### src/rtl/z80fi_insn_collector_if.sv
// Core-side bus for the Z80FI instruction collector: fetch/retire strobes in,
// retirement record and sticky error flags out.
interface z80fi_insn_collector_if #(
  parameter int MAX_LEN = 4
);
  logic                   insn_start;
  logic [15:0]            pc_in;
  logic                   fetch_valid;
  logic [7:0]             fetch_data;
  logic                   insn_done;
  logic [15:0]            pc_next;
  logic                   z80fi_valid;
  logic [8*MAX_LEN-1:0]   z80fi_insn;
  logic [2:0]             z80fi_insn_len;
  logic [15:0]            z80fi_pc_rdata;
  logic [15:0]            z80fi_pc_wdata;
  logic                   err_overflow;
  logic                   err_protocol;

  // Core / stimulus side
  modport master (
    output insn_start, pc_in, fetch_valid, fetch_data, insn_done, pc_next,
    input  z80fi_valid, z80fi_insn, z80fi_insn_len, z80fi_pc_rdata, z80fi_pc_wdata,
    input  err_overflow, err_protocol
  );

  // Collector side
  modport slave (
    input  insn_start, pc_in, fetch_valid, fetch_data, insn_done, pc_next,
    output z80fi_valid, z80fi_insn, z80fi_insn_len, z80fi_pc_rdata, z80fi_pc_wdata,
    output err_overflow, err_protocol
  );
endinterface

### src/rtl/z80fi_insn_collector.sv
// Z80FI instruction collector: packs the opcode bytes of one instruction
// (first byte in [7:0]) and emits a registered one-cycle retirement record.
// A byte fetched together with insn_done belongs to the retiring instruction;
// insn_start together with insn_done opens the next instruction on the same edge.
module z80fi_insn_collector #(
  parameter int MAX_LEN = 4
) (
  input logic                   clk,
  input logic                   reset,
  z80fi_insn_collector_if.slave bus
);
  localparam int W = 8 * MAX_LEN;

  typedef enum logic [0:0] {
    IDLE    = 1'b0,
    COLLECT = 1'b1
  } state_t;

  state_t         state_r, state_s;
  logic [2:0]     count_r, count_s;
  logic [W-1:0]   buf_r, buf_s;
  logic [15:0]    pc_start_r, pc_start_s;

  logic           valid_r, valid_s;
  logic [W-1:0]   insn_r, insn_s;
  logic [2:0]     len_r, len_s;
  logic [15:0]    rdata_r, rdata_s;
  logic [15:0]    wdata_r, wdata_s;
  logic           ovf_r, ovf_s;
  logic           proto_r, proto_s;

  // Buffer/count as they would look after merging this cycle's fetch into the open instruction
  logic [W-1:0]   fbuf_s;
  logic [2:0]     fcount_s;
  logic           fovf_s;

  // Merge a fetched byte at the current count, or flag overflow when the buffer is full
  always_comb begin
    fbuf_s   = buf_r;
    fcount_s = count_r;
    fovf_s   = 1'b0;
    if (bus.fetch_valid) begin
      if (count_r >= 3'(MAX_LEN)) begin
        fovf_s = 1'b1;
      end else begin
        for (int i = 0; i < MAX_LEN; i++) begin
          fbuf_s[8*i +: 8] = (count_r == 3'(i)) ? bus.fetch_data : buf_r[8*i +: 8];
        end
        fcount_s = count_r + 3'd1;
      end
    end else begin
      fovf_s = 1'b0;
    end
  end

  // Next-state, record capture and sticky error logic
  always_comb begin
    state_s    = state_r;
    count_s    = count_r;
    buf_s      = buf_r;
    pc_start_s = pc_start_r;
    valid_s    = 1'b0;
    insn_s     = insn_r;
    len_s      = len_r;
    rdata_s    = rdata_r;
    wdata_s    = wdata_r;
    ovf_s      = ovf_r;
    proto_s    = proto_r;
    case (state_r)
      IDLE: begin
        if (bus.insn_start) begin
          state_s    = COLLECT;
          pc_start_s = bus.pc_in;
          buf_s      = {W{1'b0}};
          if (bus.fetch_valid) begin
            buf_s[7:0] = bus.fetch_data;
            count_s    = 3'd1;
          end else begin
            count_s    = 3'd0;
          end
        end else if (bus.fetch_valid || bus.insn_done) begin
          proto_s = 1'b1;
        end else begin
          state_s = IDLE;
        end
      end
      COLLECT: begin
        if (bus.insn_done) begin
          valid_s = 1'b1;
          insn_s  = fbuf_s;
          len_s   = fcount_s;
          rdata_s = pc_start_r;
          wdata_s = bus.pc_next;
          ovf_s   = ovf_r | fovf_s;
          if (fcount_s == 3'd0) begin
            proto_s = 1'b1;
          end else begin
            proto_s = proto_r;
          end
          if (bus.insn_start) begin
            pc_start_s = bus.pc_in;
            buf_s      = {W{1'b0}};
            count_s    = 3'd0;
          end else begin
            state_s    = IDLE;
          end
        end else if (bus.insn_start) begin
          // Abandoned instruction: discard it and open the new one
          proto_s    = 1'b1;
          pc_start_s = bus.pc_in;
          buf_s      = {W{1'b0}};
          if (bus.fetch_valid) begin
            buf_s[7:0] = bus.fetch_data;
            count_s    = 3'd1;
          end else begin
            count_s    = 3'd0;
          end
        end else begin
          buf_s   = fbuf_s;
          count_s = fcount_s;
          ovf_s   = ovf_r | fovf_s;
        end
      end
      default: begin
        state_s = IDLE;
      end
    endcase
  end

  // State and registered record outputs
  always_ff @(posedge clk) begin
    if (reset) begin
      state_r    <= IDLE;
      count_r    <= 3'd0;
      buf_r      <= {W{1'b0}};
      pc_start_r <= 16'h0000;
      valid_r    <= 1'b0;
      insn_r     <= {W{1'b0}};
      len_r      <= 3'd0;
      rdata_r    <= 16'h0000;
      wdata_r    <= 16'h0000;
      ovf_r      <= 1'b0;
      proto_r    <= 1'b0;
    end else begin
      state_r    <= state_s;
      count_r    <= count_s;
      buf_r      <= buf_s;
      pc_start_r <= pc_start_s;
      valid_r    <= valid_s;
      insn_r     <= insn_s;
      len_r      <= len_s;
      rdata_r    <= rdata_s;
      wdata_r    <= wdata_s;
      ovf_r      <= ovf_s;
      proto_r    <= proto_s;
    end
  end

  assign bus.z80fi_valid    = valid_r;
  assign bus.z80fi_insn     = insn_r;
  assign bus.z80fi_insn_len = len_r;
  assign bus.z80fi_pc_rdata = rdata_r;
  assign bus.z80fi_pc_wdata = wdata_r;
  assign bus.err_overflow   = ovf_r;
  assign bus.err_protocol   = proto_r;
endmodule

### src/flat_wrapper.sv
// flat-port wrapper written by rule: the top's interface ports become plain ports
module z80fi_insn_collector_flat 
#(
  parameter int MAX_LEN = 4
)
  (clk, reset, bus_insn_start, bus_pc_in, bus_fetch_valid, bus_fetch_data, bus_insn_done, bus_pc_next, bus_z80fi_valid, bus_z80fi_insn, bus_z80fi_insn_len, bus_z80fi_pc_rdata, bus_z80fi_pc_wdata, bus_err_overflow, bus_err_protocol);
  z80fi_insn_collector_if #(.MAX_LEN(MAX_LEN)) bus_i ();
  input logic clk;
  input logic reset;
  input wire logic [$bits(bus_i.insn_start)-1:0] bus_insn_start;
  input wire logic [$bits(bus_i.pc_in)-1:0] bus_pc_in;
  input wire logic [$bits(bus_i.fetch_valid)-1:0] bus_fetch_valid;
  input wire logic [$bits(bus_i.fetch_data)-1:0] bus_fetch_data;
  input wire logic [$bits(bus_i.insn_done)-1:0] bus_insn_done;
  input wire logic [$bits(bus_i.pc_next)-1:0] bus_pc_next;
  output wire logic [$bits(bus_i.z80fi_valid)-1:0] bus_z80fi_valid;
  output wire logic [$bits(bus_i.z80fi_insn)-1:0] bus_z80fi_insn;
  output wire logic [$bits(bus_i.z80fi_insn_len)-1:0] bus_z80fi_insn_len;
  output wire logic [$bits(bus_i.z80fi_pc_rdata)-1:0] bus_z80fi_pc_rdata;
  output wire logic [$bits(bus_i.z80fi_pc_wdata)-1:0] bus_z80fi_pc_wdata;
  output wire logic [$bits(bus_i.err_overflow)-1:0] bus_err_overflow;
  output wire logic [$bits(bus_i.err_protocol)-1:0] bus_err_protocol;
  assign bus_i.insn_start = bus_insn_start;
  assign bus_i.pc_in = bus_pc_in;
  assign bus_i.fetch_valid = bus_fetch_valid;
  assign bus_i.fetch_data = bus_fetch_data;
  assign bus_i.insn_done = bus_insn_done;
  assign bus_i.pc_next = bus_pc_next;
  assign bus_z80fi_valid = bus_i.z80fi_valid;
  assign bus_z80fi_insn = bus_i.z80fi_insn;
  assign bus_z80fi_insn_len = bus_i.z80fi_insn_len;
  assign bus_z80fi_pc_rdata = bus_i.z80fi_pc_rdata;
  assign bus_z80fi_pc_wdata = bus_i.z80fi_pc_wdata;
  assign bus_err_overflow = bus_i.err_overflow;
  assign bus_err_protocol = bus_i.err_protocol;
  z80fi_insn_collector #(.MAX_LEN(MAX_LEN)) u_core (.clk(clk), .reset(reset), .bus(bus_i));
endmodule
### config.mk
export PLATFORM = sky130hd
export DESIGN_NAME = z80fi_insn_collector_flat
export DESIGN_NICKNAME = d
export VERILOG_FILES = /design/src/rtl/z80fi_insn_collector_if.sv /design/src/rtl/z80fi_insn_collector.sv /design/src/flat_wrapper.sv
export SDC_FILE = /design/constraint.sdc
export NUM_CORES = 1
export LEC_CHECK = 0
export ABC_AREA = 1
export CORE_ASPECT_RATIO = 1.1
export CORE_MARGIN = 2
export CORE_UTILIZATION = 25
export CTS_CLUSTER_DIAMETER = 50
export DETAILED_ROUTE_END_ITERATION = 8
export GPL_ROUTABILITY_DRIVEN = 0
export PLACE_DENSITY_LB_ADDON = 0.15
export SYNTH_ARGS = -nofsm -noshare
export SYNTH_HDL_FRONTEND = slang
export SYNTH_SLANG_ARGS = --single-unit
### constraint.sdc
create_clock -name clk -period 2.7 [get_ports clk]
set_input_delay 0.54 -clock clk [delete_from_list [all_inputs] [get_ports clk]]
set_output_delay 0.54 -clock clk [all_outputs]
set_load 0.01 [all_outputs]
* Word level (Yosys, flattened, before mapping)
Cells that the tools add are included.
** Storage, ports and cells
- Register bits :: 122
- Latch bits :: 0
- Memory bits (writable) :: 0
- Bits in read-only memories :: 0
- Output and inout port bits :: 70
- Word-level logic and storage cells :: 68
- Memories :: 0
** Operators by class
- $add $sub $neg :: 1
- Multiply operators :: 0
- Divide/modulo/power cells :: 0
- Order comparisons :: 1
- Equal/unequal tests :: 10
- Shift-type cells :: 0
- Mux-type cells :: 35
- Bitwise operators :: 2
- Reduce and logical (&&, ||, !) cells :: 8
** Operators by type and width (number)
- $mux 32 :: 6
- $pmux 32 s2 :: 1
- $mux 8 :: 5
- $mux 3 :: 6
- $mux 16 :: 1
- $mux 1 :: 13
- $ne 3x3->1 const B :: 3
- $eq 3x2->1 const B :: 2
- $logic_not 3->1 :: 2
- $pmux 3 s2 :: 1
- $reduce_and 2->1 :: 3
- $ne 2x1->1 const B :: 2
- $ne 2x2->1 const B :: 2
- $pmux 1 s2 :: 2
- $reduce_and 4->1 :: 1
- $add 3x1->3 const B :: 1
- $eq 3x1->1 const B :: 1
- $ge 3x3->1 const B :: 1
- $reduce_or 2->1 :: 1
- $logic_or 1x1->1 :: 1
- $not 1->1 :: 1
- $or 1x1->1 :: 1

* Depth between registers and ports, before layout
Gate-level depths: netlist of the first run.
- Depth after elaboration :: 7
- Gate-level depth with buffers :: 9

* Worst setup path after synthesis of the first run
OpenSTA, ideal clock, no wires.
- Kind :: input to register
- Start point :: in reset
- End point :: reg u_core.insn_r[28] (netlist: u_core.bus.z80fi_insn[28])
- Setup time :: 0.113 ns
- Arrival time :: 1.320 ns
- Data required time :: 2.587 ns
- Setup slack :: 1.267 ns
- Cell stages on the path :: 5
- Path buffers :: 2
- Path through :: buf_2 buf_1 nor2_1 o21ai_1 inv_1
** RTL lines
- start: declaration :: line flat_wrapper.sv:9 : input logic reset;
- end signal: assignment :: line z80fi_insn_collector.sv:138 : insn_r <= {W{1'b0}};
- end signal: assignment :: line z80fi_insn_collector.sv:150 : insn_r <= insn_s;
- end: declaration :: line z80fi_insn_collector.sv:25 : logic [W-1:0] insn_r, insn_s;

* Worst setup path after layout of the first run
- Start point :: in bus_insn_done
- End point :: reg u_core.buf_r[8]
** On the way
- Word-level cells in the longest chain between the ends :: 2
- Elaborated cells between the ends (all ways) :: 4
- Classes of those cells :: eq/ne (1); mux (2); reduce/logical (1)
** RTL lines
- start: declaration :: line flat_wrapper.sv:14 : input wire logic [$bits(bus_i.insn_done)-1:0] bus_insn_done;
- $mux 32 / $ne 3x3->1 (equally long branches)
- $pmux 32 s2 / $reduce_and 2->1 (equally long branches)
- end signal: assignment :: line z80fi_insn_collector.sv:135 : buf_r <= {W{1'b0}};
- end signal: assignment :: line z80fi_insn_collector.sv:147 : buf_r <= buf_s;
- end: declaration :: line z80fi_insn_collector.sv:21 : logic [W-1:0] buf_r, buf_s;
Parallel ways exist; a longest one is shown, timed or not.
A chain may end at the register's enable or synchronous reset.

==> qor.yml, run 1 <==
detailed_routing:
  drt_drc_violations_left: 0
  drt_iter0_drc: 191
  wl_mm: 14.3
  drtAntennaViolNets: 0
  vias: 4531
  vias_per_cell: 4.37
  drt_pre_antenna_iters: 4
  wire_per_inst_um: 13.8
global_routing:
  grt_remaining_overflow: 0
  antenna_found_initial: 0
  grt_start_max_net_pins: 66
  grt_pass1_vias: 4527
  grt_pass1_wl_mm: 23.5
  grt_usage_pct: 14.0
synthesis:
  synth_compound_area_share_pct: 20.5
  syn-num-nets: 718
  ys_seq_area_share_pct: 48.7
  syn_avg_cell_area_sq_um: 7.50
  synth_fa_ha_area_share_pct: 0.997
  synth_cell_type_count: 29
  syn_inst: 669
  synth_area_sq_um: 5020
  ys_warn_count: 0
  ys_seq_elements: 122
  synth-simple-area-share_pct: 21.9
  synth_top_family_by_area: "simple AND/OR/NAND/NOR gates"
  synth-xor-area-share_pct: 0
  muxShareOfSynthArea_pct: 0
run:
  drv_cap: 0
min_path:
  worstHoldStart: "u_core.buf_r[29]"
  whs_path_depth: 2
  hold_path.class: "reg2reg"
  hold_end: "u_core.buf_r[29]"
worst_setup_path:
  startpoint_type: "input pin"
  r2r-end: "u_core.buf_r[25]"
  worstSetupEndpointType: "flop"
  crit_chain: "clkdlybuf4s50_1 > inv_1 > nand2_1 > nand2_2 > inv_2 > nand2_1 > a21oi_2"
  cpMaxStageDelayCell: "clkdlybuf4s50_1"
  ff2ff_path_depth: 5
  reg2reg_slack_ns: 1.13
  worst-path-max-fanout: 26
  path_delay_family: "buffers and inverters"
  critPathMaxStageDelay_ns: 0.51
  cp.required_ns: 3.04
  rr_startpoint: "u_core.count_r[0]"
  arrival_ns: 2.23
  cp_common_cell: "nand2_1"
  crit_type: "in2reg"
  path_buf_inv: 3
timing:
  setup_viol: 0
  period_needed_ns: 1.88
  drv_slew: 0
  hold_violations: 0
  setup_ws_ns: 0.815
  slew_headroom_pct: 50.4
  tns_ns: 0
  fin_worst_skew_ns: 0.00696
  worstMarginPinSlew_ns: 0.745
  max_freq_ghz: 0.531
  period_share_pct: 69.8
  rsz0062_at_grt: "no"
pwr:
  p_switching_uw: 1240
  p_clk_share_pct: 47.8
  cellPowerDensity_nw_per_um2: 684
  sequentialPowerShare_pct: 40.7
  combinationalPowerShare_pct: 11.4
  leakagePower_uw: 0.00281
  swShare_pct: 26.1
  power.internal_uw: 3510
  vdd_drop_max_v: 0.000427
clock_tree:
  clk_path_buf_depth: 2
  cts_sinks: 122
  cts_tree: "built"
  numCtsBuffers: 17
  post-cts-setup-buffers: 0
  cts_resized: 0
  cts_htree_levels: 4
  cts-root-buf: "clkbuf_16"
  postCtsHoldBufs: 0
  cts.clk_slew.worst_paths_ns: 0.06
  clkLatencyLatePin_ns: 0.42
cells_and_area:
  drive_above_1_share_pct: 12.6
  n_antenna_cell: 0
  fillers: 2081
  fin_nets: 820
  area_growth_pct: 38.4
floorplan:
  rows: 54
  die_x_um: 139
  io-pin-count: 115
  die_height_um: 153
  initial_utilization_pct: 25.4
  design.die.area_sq_um: 21200
  core_sq_um: 19800
placed_design:
  dpl_worst_slack_ns: 0.386
  port_buffers: 114
  hpwlAfterDp_mm: 9.53
outcome:
  outcome: "completed"
[worst reg2reg max path, stage by stage, from the launching register on]
cell	delay [ns]
dfxtp_1	0.43
ha_1	0.23
nand3_2	0.27
o21ai_1	0.34
nand2_1	0.09
a21oi_1	0.14
[cell families after synthesis]
| group | after synthesis |
|---|---|
| simple gates | 278 |
| compound gates | 173 |
| flops | 122 |
| buf+inv | 92 |
| fa+ha+maj | 4 |
[layout make-up]
type	instances	area, sq um	share of cell area (%)
Tap cell	252	315	4.54
Inverter	52	200	2.88
Clock buffer	17	425	6.12
Multi-Input combinational cell	455	2180	31.4
Sequential cell	122	2440	35.2
Timing Repair Buffer	123	1220	17.5
Clock inverter	15	165	2.38
[worst max path at each step]
| stage | startpoint | end | slack [ns] | depth (start not counted) |
|---|---|---|---|---|
| after CTS | u_core.bus.z80fi_insn[29] | bus_z80fi_insn[29] | 0.80 | 1 |
| after floorplan | reset | u_core.bus.z80fi_insn[28] | 1.27 | 5 |
| final | bus_insn_done | u_core.buf_r[8] | 0.82 | 7 |
| after global placement | bus_insn_done | u_core.buf_r[20] | 0.45 | 7 |
| after global routing | bus_insn_done | u_core.buf_r[28] | 0.67 | 7 |
| after detailed placement | bus_insn_done | u_core.buf_r[8] | 0.39 | 7 |
[synthesized netlist by cell type, drive strengths merged]
cell | n | area share (%)
a2111oi | 1 | 0.17
a21oi | 38 | 5.1
a31oi | 1 | 0.12
buf | 21 | 2.5
clkbuf | 19 | 1.4
dfxtp | 122 | 49
ha | 4 | 1.0
inv | 52 | 4.0
nand2 | 97 | 7.8
nand3 | 5 | 0.60
nand3b | 1 | 0.15
nor2 | 174 | 13
nor3 | 1 | 0.10
o211ai | 1 | 0.15
o21ai | 132 | 15
[power groups by stage]
stage,Clock (uW),Combinational [uW],Sequential (uW)
2_1_floorplan,0,268,1990
3_3_place_gp,0,544,1970
3_5_place_dp,0,550,1970
4_1_cts,2350,553,1930
5_1_grt,2430,609,1940
6_report,2270,543,1930
[stage by stage]
step / instance area (sq um) / power, uW / hold slack, ns / util (%) / instances
4_1_cts: 6950 / 4840 / 0.465 / 35.1 / 1036
5_1_grt: 6950 / 4980 / 0.483 / 35.1 / 1036
3_3_place_gp: 6360 / 2510 / 0.452 / 32.1 / 1004
2_1_floorplan: 5020 / 2260 / 0.445 / - / 669
6_report: 6950 / 4750 / 0.461 / 35.1 / 1036
3_5_place_dp: 6360 / 2520 / 0.455 / 32.1 / 1004
[placed cells by master, fill, tap and decap left out, types with 2 or more instances in the layout]
| cell type | netlist | routed |
|---|---|---|
| inv_2 | 3 | 3 |
| clkdlybuf4s50_1 | 0 | 113 |
| a21oi_2 | 18 | 18 |
| ha_1 | 4 | 4 |
| nand3_1 | 4 | 4 |
| inv_6 | 0 | 5 |
| inv_4 | 2 | 2 |
| clkbuf_16 | 0 | 17 |
| inv_1 | 47 | 47 |
| nand2_1 | 92 | 91 |
| clkinvlp_4 | 0 | 4 |
| o21ai_2 | 24 | 24 |
| o21ai_0 | 68 | 68 |
| nand2_4 | 3 | 3 |
| o21ai_1 | 40 | 40 |
| buf_4 | 1 | 8 |
| clkinv_4 | 0 | 3 |
| nor2_1 | 171 | 171 |
| bufinv_16 | 0 | 2 |
| dfxtp_1 | 122 | 122 |
| a21oi_1 | 20 | 20 |
| nor2_2 | 2 | 2 |
| nand2_2 | 2 | 3 |
[flip-flops by register name (all words and copies together), names as in the netlist]
signal                     flops
u_core.buf_r                  32
u_core.bus.z80fi_insn         32
u_core.bus.z80fi_pc_rdata     16
u_core.bus.z80fi_pc_wdata     16
u_core.pc_start_r             16
u_core.bus.z80fi_insn_len      3
u_core.count_r                 3
u_core.bus.err_overflow        1
u_core.bus.err_protocol        1
u_core.bus.z80fi_valid         1
u_core.state_r                 1
[layer usage]
| metal | wire length, um | global-route usage, % |
|---|---|---|
| met2 | 6570 | 22.7 |
| met1 | 6920 | 18.1 |
| met4 | 180 | 3.99 |
| met3 | 657 | 3.99 |
| met5 | 0 | 0 |
(Power assumes the default switching activity.)
==> run 2, diff against run 1 <==
==> constraint.sdc (replaced) <==
create_clock -name clk -period 1.9 [get_ports clk]
set_input_delay 0.38 -clock clk [delete_from_list [all_inputs] [get_ports clk]]
set_output_delay 0.38 -clock clk [all_outputs]
set_load 0.01 [all_outputs]
==> run 2 against run 1 <==
Against the previous run: critical path type is now reg2out; setup slack worse by 0.63 ns; total power is 39% higher; worst hold slack better by 0.0032 ns; sequential power is 42% higher; global-route usage is 0.69 points lower; sequential share of layout area is 0.62 points lower.
==> qor.yml, run 2 (same netlist as run 1, synthesis figures left out) <==
detailed_routing:
  drtAntennaViolNets: 0  # unchanged
  drt_iter0_drc: 188  # was 191
  vias_per_cell: 4.37  # about the same
  vias: 4555  # was 4531
  drt_pre_antenna_iters: 4  # unchanged
  drt_drc_violations_left: 0  # unchanged
  wl_mm: 14.1  # was 14.3 mm
  wire_per_inst_um: 13.5  # was 13.8 um
worst_setup_path:
  critPathMaxStageDelay_ns: 0.59  # was 0.51 ns
  startpoint_type: "flop"  # was input pin
  crit_chain: "clkdlybuf4s50_1"  # was clkdlybuf4s50_1 > inv_1 > nand2_1 > nand2_2 > inv_2 > nand2_1 > a21oi_2
  arrival_ns: 1.33  # was 2.23 ns
  cp.required_ns: 1.52  # was 3.04 ns
  path_buf_inv: 1  # was 3
  ff2ff_path_depth: 8  # was 5
  worst-path-max-fanout: 2  # was 26
  crit_type: "reg2out"  # was in2reg
  worstSetupEndpointType: "primary output"  # was flop
  path_delay_family: "buffers and inverters"  # unchanged
  cpMaxStageDelayCell: "clkdlybuf4s50_1"  # unchanged
  path_depth: 1  # was 7
clock_tree:
  cts_htree_levels: 4  # unchanged
  clk_path_buf_depth: 2  # unchanged
  numCtsBuffers: 17  # unchanged
  cts_tree: "built"  # unchanged
  cts_sinks: 122  # unchanged
  postCtsHoldBufs: 0  # unchanged
  cts.clk_slew.worst_paths_ns: 0.05  # was 0.06 ns
  cts-root-buf: "clkbuf_16"  # unchanged
  cts_resized: 0  # unchanged
  post-cts-setup-buffers: 0  # unchanged
  clkLatencyLatePin_ns: 0.41  # was 0.42 ns
outcome:
  outcome: "completed"  # unchanged
floorplan:
  die_x_um: 139  # unchanged
  core_sq_um: 19800  # unchanged
  rows: 54  # unchanged
  die_height_um: 153  # unchanged
  io-pin-count: 115  # unchanged
  initial_utilization_pct: 25.4  # unchanged
  design.die.area_sq_um: 21200  # unchanged
timing:
  tns_ns: 0  # unchanged
  drv_slew: 0  # unchanged
  rsz0062_at_grt: "no"  # unchanged
  period_needed_ns: 1.71
  max_freq_ghz: 0.585
  fin_worst_skew_ns: 0.00605  # was 0.00696 ns
  setup_viol: 0  # unchanged
  worstMarginPinSlew_ns: 0.460  # was 0.745 ns
  period_share_pct: 90.0
  hold_violations: 0  # unchanged
  slew_headroom_pct: 69.3  # was 50.4%
cells_and_area:
  fin_cells: 1042  # was 1036
  final_common_cell: "nor2_1"  # unchanged
  drive_above_1_share_pct: 13.0  # was 12.6%
  area_growth_pct: 40.9  # was 38.4%
  n_antenna_cell: 0  # unchanged
  mostFrequentLayoutCells: "nor2_1, dfxtp_1, clkdlybuf4s50_1"  # unchanged
  fin_nets: 828  # was 820
pwr:
  cellPowerDensity_nw_per_um2: 934  # was 684 nW/um^2
  vdd_drop_max_v: 0.000636  # was 0.000427 V
  leakagePower_uw: 0.00287  # was 0.00281 uW
  totalPowerFinal_uw: 6600  # was 4750 uW
global_routing:
  grt_remaining_overflow: 0  # unchanged
  grt_pass1_wl_mm: 22.5  # was 23.5 mm
  grt_usage_pct: 13.3  # was 14.0%
  antenna_found_initial: 0  # unchanged
  grt_start_max_net_pins: 63  # was 66
  grt_pass1_vias: 4240  # was 4527
run:
  drv_cap: 0  # unchanged
min_path:
  hold_path.class: "reg2reg"  # unchanged
  whs_path_depth: 2  # unchanged
placed_design:
  port_buffers: 114  # unchanged
  place_inst: 1012  # was 1004
  hpwlAfterDp_mm: 9.71  # was 9.53 mm
-- run 2: layout make-up --
class | count | area (sq um)
fill | 2054 | 12700
timing repair buffer | 131 | 1380
sequential | 122 | 2440
inverter | 52 | 200
tap | 252 | 315
clock inverter | 7 | 67.6
clock buffer | 23 | 488
multi-input combinational | 455 | 2180
-- run 2: worst paths after layout --
path | from | to | slack (ns)
worst max-delay path | u_core.bus.z80fi_insn_len[0] | bus_z80fi_insn_len[0] | 0.19
worst min-delay path | u_core.buf_r[26] | u_core.buf_r[26] | 0.46
worst max register to register | u_core.count_r[0] | u_core.bus.err_protocol | 0.40
worst min register to register | u_core.buf_r[26] | u_core.buf_r[26] | 0.46
-- run 2: per-stage QoR --
step | utilization, % | setup WS [ns] | hold slack, ns | cell area, sq um
after floorplan | - | 0.627 | 0.445 | 5020
after global placement | 32.9 | 0.0834 | 0.449 | 6520
after detailed placement | 32.9 | 0.0497 | 0.454 | 6520
after CTS | 35.7 | 0.149 | 0.451 | 7070
after global routing | 35.7 | 0.127 | 0.462 | 7070
final | 35.7 | 0.190 | 0.464 | 7070
-- run 2: per-layer routing --
layer,track usage [%],share of wire (%),wire length [um],up-vias
li1,-,-,-,2359
met1,17.3,48,6780,2074
met2,21.5,46,6480,114
met3,3.96,5.0,706,8
met4,3.46,0.86,121,0
met5,0,0,0,-
-- run 2: power breakdown --
group,internal (uW),switching (uW)
clock network,1910,1130
registers,2690,63.6
logic,386,425
==> variant 1, RTL diff (flow settings as in run 2) <==
`MAX_LEN` is set to 4 in 3 places; all go to 8.
--- a/src/rtl/z80fi_insn_collector_if.sv
+++ b/src/rtl/z80fi_insn_collector_if.sv
@@ -2,5 +2,5 @@
 // retirement record and sticky error flags out.
 interface z80fi_insn_collector_if #(
-  parameter int MAX_LEN = 4
+  parameter int MAX_LEN = 8
 );
   logic                   insn_start;
--- a/src/rtl/z80fi_insn_collector.sv
+++ b/src/rtl/z80fi_insn_collector.sv
@@ -4,5 +4,5 @@
 // insn_start together with insn_done opens the next instruction on the same edge.
 module z80fi_insn_collector #(
-  parameter int MAX_LEN = 4
+  parameter int MAX_LEN = 8
 ) (
   input logic                   clk,
--- a/src/flat_wrapper.sv
+++ b/src/flat_wrapper.sv
@@ -2,5 +2,5 @@
 module z80fi_insn_collector_flat 
 #(
-  parameter int MAX_LEN = 4
+  parameter int MAX_LEN = 8
 )
   (clk, reset, bus_insn_start, bus_pc_in, bus_fetch_valid, bus_fetch_data, bus_insn_done, bus_pc_next, bus_z80fi_valid, bus_z80fi_insn, bus_z80fi_insn_len, bus_z80fi_pc_rdata, bus_z80fi_pc_wdata, bus_err_overflow, bus_err_protocol);
Interface: changed (resized bus_z80fi_insn); port bits go from 115 to 147. The function was not compared with the original's and may differ.
==> variant 1 against run 2 <==
  * Final area is 39% lower
  * Setup slack improved by 93 ps
  * Power decreased by 43%
  * Synthesized area decreased by 37%
  * Sequential cell count shrank 52
  * Wire length decreased by 50%
  * Clock skew decreased by 1.1 ps
  * Maximum frequency increased by 5.8%
  * Critical path type unchanged
  * Largest cell class unchanged
  * Largest power group unchanged
==> variant 1: results (changes against run 2) <==
[outcome]
outcome = finished clean

[setup_path]
cpPeakStageDelay_ps = 560  ; -30 ps
slowest_stage = clkdlybuf4s50_1
worst_r2r_path_depth = 5  ; -3
timing.rr.end = u_core.bus.z80fi_pc_wdata[15]$_SDFFE_PP0P_
critical_path_arrival_ps = 1240  ; -90 ps
crit_path_end = bus_z80fi_insn[6]
rr_startpoint = u_core.state_r$_SDFF_PP0_
rrSetupSlack_ps = 780  ; +380 ps
cp_startpoint = u_core.bus.z80fi_insn[6]$_SDFFE_PP0P_

[logic_synthesis]
compound_cell_area_share_of_the_yosys_netlist_pct = 15.94  ; -4.6 points
synth.most_common_cell = nand2_1
synth.top_cells.by_count = nand2_1 (96), dfxtp_1 (70), buf_4 (59)
synth.yosys.seq_area_share_pct = 44.52  ; -4.1 points
synth.top_cells.by_area = dfxtp_1 (45%), buf_4 (14%), nand2_1 (11%)
synthDistinctLibCells = 18  ; -38%
yosysWarningCount = 0  ; unchanged
synthesis.instances = 367  ; -45%
post_synthesis_adder_cell_area_fraction_pct = 0  ; -1.0 points

[route]
vias = 2392  ; -47%
drt_first_iter_violations = 66  ; -65%
sum_of_met2_wire_segment_lengths_after_detailed_routing_um = 3127  ; -52%
wl_per_cell_um = 11.43  ; -15%
detail_route.wirelength_um = 7089  ; -50%
met3_wirelength_um = 479  ; -32%
wl_met1_um = 3332  ; -51%

[timing]
whs_ps = 458.4  ; -5.930 ps
timing.final.crit_share_pct = 85.10  ; -4.9 points
fin_worst_skew_ps = 4.960  ; -1.089 ps

[clocking]
htree_levels = 3  ; -1
cts_resized = 0  ; unchanged
clk-insertion-delay-late_ps = 330  ; -80 ps
number_of_buffers_inserted_during_clock_tree_synthesis = 9  ; -8
cts-root-to-sink-buffers = 2  ; unchanged

[global_routing]
first_pass_grt_wire_length_um = 11280  ; -50%
grt_pass1_vias = 2282  ; -46%
grt_start_max_net_pins = 29  ; -54%
groute.usage.overall_pct = 10.77  ; -2.5 points

[placed_design]
placed_cell_area_sq_um = 4013  ; -38%
preCtsSetupSlack_ps = 247.7  ; +198.1 ps
dp_hpwl_um = 5051  ; -48%
placed_cells = 604  ; -40%
io_buffer_count = 88  ; -23%

[final_layout]
final-clk-cell-share_pct = 7.446  ; -0.41 points
seq-cell-share_pct = 32.32  ; -2.2 points
n_all_inverters = 6  ; -88%
nonClockBufferCount = 101  ; -23%
area_taken_by_multi_input_logic_gates_sq_um = 1364  ; -38%
layout.buffer.nonclock.area_share_pct = 23.67  ; +4.2 points
fill_cells = 1285  ; -37%
layout-drive-gt1-share_pct = 24.62  ; +12 points
multi_input_cells = 270  ; -41%
finalNetCount = 503  ; -39%
design.seq.count = 70  ; -43%

[floorplanning]
tapcell.inserted = 157  ; -38%

[power]
p_leak_nw = 1.592  ; -45%
worst_ir_drop_vdd_mv = 0.2906  ; -54%
cellPowerDensity_nw_per_um2 = 869.0  ; -6.9%

[min_path]
holdCritStartpoint = u_core.pc_start_r[4]$_SDFFE_PP0P_
hold_path_end = u_core.bus.z80fi_pc_rdata[4]$_SDFFE_PP0P_

## variant 1: cell types whose count changed after synthesis, moves of 39 or more
cell / before / now
inv_1: 47 / 4
buf_4: 1 / 59
dfxtp_1: 122 / 70
o21ai_0: 68 / 1
nor2_1: 171 / 3
o21ai_1: 40 / 0
nand2_2: 2 / 41
## variant 1: routing by layer
layer,GRT usage (%),up-vias
met3,2.935,11
met2,16.41,89
met1,13.90,1066
met5,0,-
li1,-,1226
met4,5.859,0
## variant 1: where the power goes
group	switching, W	internal (W)
registers	0.0000314	0.00152
logic	0.000223	0.000191
clock network	0.000650	0.00115
total	0.000904	0.00286
## variant 1: cells by family (layout without fill, tap and decap cells)
logic type             count (synthesis)  after routing
AO/OA/AOI/OAI                         70             70
buffers and inverters                 84            123
flip-flops                            70             70
other                                  1             58
AND/OR/NAND/NOR                      142            142
==> variant 2, RTL diff (settings of run 2) <==
Without the edit above. Reset style: asynchronous (`reset`), changed in one clocked block.
--- a/src/rtl/z80fi_insn_collector.sv
+++ b/src/rtl/z80fi_insn_collector.sv
@@ -129,5 +129,5 @@
 
   // State and registered record outputs
-  always_ff @(posedge clk) begin
+  always_ff @(posedge clk or posedge reset) begin
     if (reset) begin
       state_r    <= IDLE;
Function: differs if reset is asserted again (counterexample within 4 cycles, from zero or initial values and one cycle with reset high); with reset held inactive, the same outputs for 4 cycles.
==> variant 2 against run 2 <==
  * Final area increased by 4.7%
  * Core utilization grew 0.15 points
  * Critical path depth stayed put
  * Synthesized cell count fell by 9.4%
  * Setup slack worse by 59 ps
  * Clock skew grew 2.1 ps
  * Wire length grew 0.38%
  * Power rose by 16%
  * Clock power up 9.2%
  * Sequential cell count is the same
  * Combinational power is 60% higher
  * Sequential power is 9.1% higher
  * Synthesized area increased by 5.0%
  * Largest cell class unchanged
==> variant 2: results (changes against run 2) <==
[final_layout]
layout-drive-gt1-share_pct = 10.26  ; -2.8 points
finalNetCount = 777  ; -6.2%
antenna_cells = 0  ; unchanged

[logic_synthesis]
post_synthesis_adder_cell_area_fraction_pct = 0.9499  ; -0.047 points
synthesis.nets = 655  ; -8.8%
synth.top_cells.by_area = dfrtp_1 (58%), nand2_1 (14%), o21ai_0 (8.3%)
synth.yosys.seq_area_share_pct = 57.94  ; +9.3 points
synthDistinctLibCells = 25  ; -14%
yosysWarningCount = 0  ; unchanged
postSynth.asyncResetShare_pct = 100.0  ; +100 points
synth.top_cells.by_count = nand2_1 (193), dfrtp_1 (122), o21ai_0 (87)
compound_cell_area_share_of_the_yosys_netlist_pct = 12.56  ; -8.0 points
postSynth.topFlopCell = dfrtp_1

[timing]
final.min_clock_period_ps = 1769  ; +58.77 ps
fin_worst_skew_ps = 8.172  ; +2.124 ps
worst-slew-pin-transition_ps = 409.5  ; -50.72 ps

[clocking]
post-cts-setup-buffers = 0  ; unchanged
clk-insertion-delay-late_ps = 420
cts_resized = 0  ; unchanged
cts-root-to-sink-buffers = 2  ; unchanged
htree_levels = 4  ; unchanged

[global_routing]
grt_start_max_net_pins = 73  ; +16%
first_pass_grt_wire_length_um = 22710  ; +0.95%
groute.usage.overall_pct = 13.19  ; -0.093 points
grt_pass1_vias = 4300  ; +1.4%

[setup_path]
crit_path_end = bus_z80fi_insn[26]
cpPeakStageDelay_ps = 570  ; -20 ps
worst_r2r_path_depth = 6  ; -2
cp_startpoint = u_core.bus.z80fi_insn[26]$_DFFE_PP0P_
critical-path-top-delay-family = buffers and inverters
timing.critical_path.fanout_max = 2  ; unchanged
rrSetupSlack_ps = 340  ; -60 ps
rr_startpoint = u_core.count_r[0]$_DFFE_PP0P_
timing.rr.end = u_core.buf_r[6]$_DFFE_PP0P_
critical_path_arrival_ps = 1390  ; +60 ps

[power]
p_leak_nw = 3.527  ; +23%
worst_ir_drop_vdd_mv = 0.6749  ; +6.0%

[min_path]
worstHoldPathType = in -> async

[outcome]
outcome = finished clean

[route]
drt_pre_antenna_iters = 4  ; unchanged
vias = 4335  ; -4.8%
drt_first_iter_violations = 304  ; +62%
wl_per_cell_um = 14.19  ; +4.9%

[placed_design]
dp_hpwl_um = 9601  ; -1.1%
placed_cell_area_sq_um = 6795  ; +4.3%
preCtsSetupSlack_ps = -41.66  ; -91.32 ps
io_buffer_count = 114  ; unchanged

-- variant 2: kinds of logic after synthesis --
| kind of cell | Yosys count |
|---|---|
| flops | 122 |
| simple gates | 252 |
| buf+inv | 108 |
| compound gates | 120 |
| fa+ha+maj | 4 |
-- variant 2: final cells by class --
class	instances	area, sq um
clock buffer	18	439.2
clock inverter	14	172.7
fill	2112	13240
inverter	76	289.0
multi-input combinational	376	1759
sequential	122	3053
tap	256	320.3
timing repair buffer	135	1374
-- variant 2: layer usage --
metal | vias up | wire length, um | track usage, %
met5 | - | 0 | 0
met4 | 0 | 262 | 5.752
met3 | 15 | 618 | 3.397
met2 | 103 | 6519 | 20.13
met1 | 2049 | 6743 | 17.69
li1 | 2168 | - | -
-- variant 2: where the power goes --
part | internal [W] | leakage [nW] | switching, W
registers | 0.00286 | 1.57 | 0.000140
logic | 0.000637 | 1.67 | 0.000667
clock network | 0.00210 | 0.285 | 0.00123
-- variant 2: metrics by stage --
step / instances / total power [W] / utilization (%) / hold slack [ps] / setup TNS, ps
floorplan: 606 / 0.003656 / - / 453.0 / 0
global placement: 965 / 0.004358 / 32.92 / 458.0 / -11.35
detailed placement: 965 / 0.004379 / 32.92 / 467.2 / -281.5
CTS: 997 / 0.007767 / 35.88 / 441.0 / 0
global route: 997 / 0.008039 / 35.88 / 458.8 / 0
finish: 997 / 0.007632 / 35.88 / 421.0 / 0
